File: src/rtl/iter_divider.sv
// Iterative restoring radix-2 divider, signed or unsigned, one quotient bit per cycle.
// Ports: clk, rst_n (sync, active low), flush, in_valid/in_ready + is_signed/dividend/divisor,
//        out_valid/out_ready + quotient/remainder.
module iter_divider #(
    parameter int WIDTH = 32
) (
    input  logic             clk,
    input  logic             rst_n,
    input  logic             flush,
    input  logic             in_valid,
    output logic             in_ready,
    input  logic             is_signed,
    input  logic [WIDTH-1:0] dividend,
    input  logic [WIDTH-1:0] divisor,
    output logic             out_valid,
    input  logic             out_ready,
    output logic [WIDTH-1:0] quotient,
    output logic [WIDTH-1:0] remainder
);

    localparam int CW = $clog2(WIDTH) + 1;
    localparam logic [WIDTH-1:0] MIN_NEG = {1'b1, {(WIDTH-1){1'b0}}};
    localparam logic [CW-1:0] LAST_STEP = CW'(WIDTH - 1);

    typedef enum logic [2:0] {
        IDLE,
        PREP,
        CALC,
        FIX,
        DONE
    } state_t;

    state_t           state_q, state_d;
    logic [CW-1:0]    cnt_q, cnt_d;
    // a_q: dividend, then its magnitude, then quotient bits shifted in from the LSB
    logic [WIDTH-1:0] a_q, a_d;
    logic [WIDTH-1:0] b_q, b_d;
    logic [WIDTH-1:0] r_q, r_d;
    logic [WIDTH-1:0] quo_q, quo_d;
    logic [WIDTH-1:0] rem_q, rem_d;
    logic             sgn_q, sgn_d;
    logic             qneg_q, qneg_d;
    logic             rneg_q, rneg_d;

    logic [WIDTH:0]   shifted;
    logic [WIDTH:0]   trial;

    assign in_ready  = (state_q == IDLE);
    assign out_valid = (state_q == DONE);
    assign quotient  = quo_q;
    assign remainder = rem_q;

    // r_q < b_q always holds, so the difference fits in WIDTH bits when
    // non-negative and bit WIDTH acts as the borrow otherwise.
    assign shifted = {r_q, a_q[WIDTH-1]};
    assign trial   = shifted - {1'b0, b_q};

    always_comb begin
        state_d = state_q;
        cnt_d   = cnt_q;
        a_d     = a_q;
        b_d     = b_q;
        r_d     = r_q;
        quo_d   = quo_q;
        rem_d   = rem_q;
        sgn_d   = sgn_q;
        qneg_d  = qneg_q;
        rneg_d  = rneg_q;

        case (state_q)
            IDLE: begin
                if (in_valid) begin
                    state_d = PREP;
                    a_d     = dividend;
                    b_d     = divisor;
                    sgn_d   = is_signed;
                end
            end
            PREP: begin
                qneg_d = sgn_q && (a_q[WIDTH-1] ^ b_q[WIDTH-1]);
                rneg_d = sgn_q && a_q[WIDTH-1];
                if (b_q == '0) begin
                    quo_d   = '1;
                    rem_d   = a_q;
                    state_d = DONE;
                end else if (sgn_q && (a_q == MIN_NEG) && (b_q == '1)) begin
                    quo_d   = a_q;
                    rem_d   = '0;
                    state_d = DONE;
                end else begin
                    a_d     = (sgn_q && a_q[WIDTH-1]) ? -a_q : a_q;
                    b_d     = (sgn_q && b_q[WIDTH-1]) ? -b_q : b_q;
                    r_d     = '0;
                    cnt_d   = '0;
                    state_d = CALC;
                end
            end
            CALC: begin
                cnt_d = cnt_q + 1'b1;
                if (!trial[WIDTH]) begin
                    r_d = trial[WIDTH-1:0];
                    a_d = {a_q[WIDTH-2:0], 1'b1};
                end else begin
                    r_d = shifted[WIDTH-1:0];
                    a_d = {a_q[WIDTH-2:0], 1'b0};
                end
                if (cnt_q == LAST_STEP) begin
                    state_d = FIX;
                end
            end
            FIX: begin
                quo_d   = qneg_q ? -a_q : a_q;
                rem_d   = rneg_q ? -r_q : r_q;
                state_d = DONE;
            end
            DONE: begin
                if (out_ready) begin
                    state_d = IDLE;
                end
            end
            default: begin
                state_d = IDLE;
            end
        endcase

        // Abort wins over any handshake in the same cycle.
        if (flush) begin
            state_d = IDLE;
        end
    end

    always_ff @(posedge clk) begin
        if (!rst_n) begin
            state_q <= IDLE;
            cnt_q   <= '0;
            a_q     <= '0;
            b_q     <= '0;
            r_q     <= '0;
            quo_q   <= '0;
            rem_q   <= '0;
            sgn_q   <= 1'b0;
            qneg_q  <= 1'b0;
            rneg_q  <= 1'b0;
        end else begin
            state_q <= state_d;
            cnt_q   <= cnt_d;
            a_q     <= a_d;
            b_q     <= b_d;
            r_q     <= r_d;
            quo_q   <= quo_d;
            rem_q   <= rem_d;
            sgn_q   <= sgn_d;
            qneg_q  <= qneg_d;
            rneg_q  <= rneg_d;
        end
    end

endmodule

File: config.mk
export PLATFORM = sky130hd
export DESIGN_NAME = iter_divider
export DESIGN_NICKNAME = d
export VERILOG_FILES = /design/src/rtl/iter_divider.sv
export SDC_FILE = /design/constraint.sdc
export NUM_CORES = 1
export LEC_CHECK = 0
export ABC_CLOCK_PERIOD_IN_PS = 4180
export CAP_MARGIN = 20
export CORE_MARGIN = 2
export CORE_UTILIZATION = 45
export DETAILED_ROUTE_END_ITERATION = 8
export GPL_ROUTABILITY_DRIVEN = 0
export PLACE_DENSITY = 0.66
export REMOVE_ABC_BUFFERS = 1
export SYNTH_ARGS = -nofsm -noshare
export SYNTH_HDL_FRONTEND = slang
export SYNTH_SLANG_ARGS = --single-unit
export TNS_END_PERCENT = 1
File: constraint.sdc
create_clock -name clk -period 4.18 [get_ports clk]
set_input_delay 0.627 -clock clk [delete_from_list [all_inputs] [get_ports clk]]
set_output_delay 0.627 -clock clk [all_outputs]
set_load 0.005 [all_outputs]
==> summary.md <==
| Metric | Value |
|---|---|
| RSZ-0062 raised after global routing | false |
| Largest net degree at the start of global routing | 66 |
| DRT Wirelength | ~36000 um |
| # resized after CTS | 0 |
| H-tree depth | 4 |
| Max stage delay on crit path | between 0.5 and 0.6 ns |
| NumNets Final | around 1700 |
| Startpoint types | register |
| Slew Viols, Final | 0 |
| Yosys reg bits | 172 |
| Reg clk slew, reported paths | 0.08 ns |
| DR vias/cell | 6.03 |
| Area leader, netlist | dfxtp_1 |
| Internal power | between 2000 and 3000 uW |
| FP Rows | 59 |
| Clk sink count | ~170 |
| WL per Instance | 18.2 um |
| Library cells used by synthesis | 76 |
| Area delta synth->final | 17.3% |
| Status | finished clean |
| DRC Markers | 0 |
| Post-CTS Setup Inserts | 0 |
| Final Hold Vio Count | 0 |
| Routed Antenna Nets | 0 |
| Cts hold-fix bufs | 0 |
| Die ar. | 0.0274 mm^2 |
| Final Cell Area | 0.0138 mm^2 |
| Root Buffer | clkbuf_16 |
| Die H | around 170 um |
| Hold/Removal Path Class | register to register |
| I/O pins | 136 |
| Max IR drop VDD | 0.000241 V |
| # setup viols final | 0 |
| Period minus WS final | 3.62 ns |
| Worst Path Buf+Inv | 2 |
| HPWL Detailed | around 25000 um |
| Avg Cell Area, Syn | approximately 7.5 um^2 |
| Yosys top cell area share | between 20% and 30% |
| First-iteration detailed-routing DRC count | 943 |
| Crit-path slowest cell | and2_1 |
| CP top delay family | simple AND/OR/NAND/NOR gates |
| Most numerous cell in the Yosys netlist | nor2_1 |
| Power density cells | between 300 and 400 mW/mm^2 |
| First-pass GRT wire length | 57400 um |
| Logic gate share of total power | around 18% |
| Worst-Skew Late Latency | around 0.45 ns |
| Via Count | 11800 |
| Initial DRT Pass Iterations | 6 |
| Initial antenna violation count | 0 |
| Max Root-Sink Buffers | 2 |
| Critical path cell sequence | inv_1 -> ha_1 -> or4b_1 -> nor2_2 -> nand4_2 -> o21ai_2 -> and2_1 -> or2_1 -> buf_4 -> a31oi_1 -> o221a_2 |
| Grt total ovfl | 0 |
| Synthesis warning total | 0 |
| Synth Flop Type | dfxtp_1 |
| Syn Inst Count | around 1600 |
| Reg power frac | about 43% |
| Fmax | about 280 MHz |
| TritonCTS clock tree | done |
| Number of synthesized flops with an enable pin | 0 |
| Vias in the first global route | 10700 |
| Core ar. | 0.0258 mm^2 |
| Synth cell count leaders | 227 x nor2_1, 172 x dfxtp_1, 144 x nand2_1, 92 x clkbuf_1, 82 x a21oi_1 |
| Sw Pwr | 1340 uW |
| Die width | about 170 um |
| Share of cells above drive strength 1 | 7.30% |
| Synth top area cells | dfxtp_1 29%, nor2_1 7.3%, nand2_1 4.6% |
| CP Capture Type | register |
| Tightest Pin Transition | 1.05 ns |
| Clock power share | between 30% and 40% |
| CP Class | register to register |
| Max Cap Viol | 0 |
| Worst Hold Slack | 0.493 ns |
| Clock skew | 0.0214 ns |
| Share of async-settable or async-resettable flops after synthesis | 0% |
| GR Util All Layers | 26.1% |
| Starting Density | 45.4% |
| WP data arrival | 3.95 ns |
| Post-Syn Area | approximately 0.012 mm^2 |
| Pleak | 0.00513 uW |
| Final worst-path cycle share | 86.6% |
| Critical path peak fanout | 26 |
| Switching Share | 32.1% |
| Slew HR | 30.1% |
| Sequential share of the synthesized area | slightly below 30% |
| Antenna diodes | 0 |
| CTS Buf Count | 17 |
| Cell Area, Placed | 0.0131 mm^2 |
| I/O Buffers | 135 |
| CP required | roughly 4.5 ns |
| Setup_tns | 0 ns |
-- metal layers --
metal | wire, um | part of all wire, % | global-route usage [%]
met1 | 16300 | 46 | 36.3
met4 | 670 | 1.9 | 7.17
met5 | 0 | 0 | 0
met2 | 16200 | 45 | 42.6
met3 | 2470 | 6.9 | 3.52
-- cells in the final DEF (no fill, tap or decap), types with 17 or more instances in the layout --
cell,n
a211oi_1,58
a21o_1,21
a21oi_1,82
a22oi_1,42
buf_4,22
clkbuf_16,17
clkdlybuf4s50_1,135
dfxtp_1,172
ha_1,37
inv_1,42
nand2_1,143
nand3_1,30
nand4_1,47
nor2_1,222
nor3_1,64
o211ai_1,36
o21ai_0,60
o31ai_1,20
or3_1,23
xnor2_1,44
xor2_1,53
-- worst reg2reg max path: cells and delay by family, from the launching register on --
kind                     cells  cell delay [ns]
flip-flops                   1             0.42
adder cells (fa/ha/maj)      1             0.25
AND/OR/NAND/NOR              5             1.82
AO/OA/AOI/OAI                3             0.62
buffers and inverters        2             0.40
-- power groups by stage --
stage | Clock [uW] | Sequential, uW | Combinational, uW
global placement | 0 | 1840 | 743
finish | 1610 | 1810 | 760
detailed placement | 0 | 1850 | 750
global route | 1690 | 1820 | 843
CTS | 1620 | 1810 | 756
floorplan | 0 | 1810 | 524
-- cell families (layout without fill, tap and decap cells) --
| group | after synthesis | count (layout) | share of synthesized area, % |
|---|---|---|---|
| buffers and inverters | 179 | 235 | 6.46 |
| DFF | 172 | 172 | 29.4 |
| muxes | 4 | 4 | 0.363 |
| xor gates and xnor gates | 97 | 97 | 7.25 |
| adders and majority gates | 38 | 38 | 4.12 |
| and+or+nand+nor | 637 | 637 | 26.2 |
| AOI/OAI and AO/OA | 434 | 434 | 26.3 |
-- through the flow --
step | setup WS [ns] | power (uW) | util, % | cells
final | 0.560 | 4180 | 53.2 | 1952
after global routing | 0.262 | 4350 | 53.2 | 1952
after CTS | 0.606 | 4180 | 53.1 | 1951
after detailed placement | 0.619 | 2600 | 50.9 | 1919
after global placement | 0.670 | 2590 | 50.9 | 1919
after floorplan | -1.47 | 2330 | - | 1425
-- final timing paths --
check                         endpoint                      start  cells after the start  slack [ns]
max               b_q[31]$_SDFFE_PN0P_        a_q[0]$_SDFFE_PN0P_                     11        0.56
min          quotient[29]$_SDFFE_PN0P_  quotient[29]$_SDFFE_PN0P_                      2        0.49
max reg2reg       b_q[31]$_SDFFE_PN0P_        a_q[0]$_SDFFE_PN0P_                     11        0.56
min reg2reg  quotient[29]$_SDFFE_PN0P_  quotient[29]$_SDFFE_PN0P_                      2        0.49
-- layout make-up --
class / instances / area [um^2]
inverter: 43 / 163
timing repair buffer: 160 / 1580
clock buffer: 18 / 439
tap: 335 / 419
sequential: 172 / 3440
multi-input combinational: 1210 / 7560
fill: 2562 / 12100
clock inverter: 14 / 148
-- registers in the layout, indices dropped and copies added (netlist names) --
signal	cells
r_q	32
qneg_q	1
a_q	32
b_q	32
cnt_q	6
state_q	3
remainder	32
rneg_q	1
quotient	32
sgn_q	1
No activity file was read; power rests on OpenSTA's default activity.
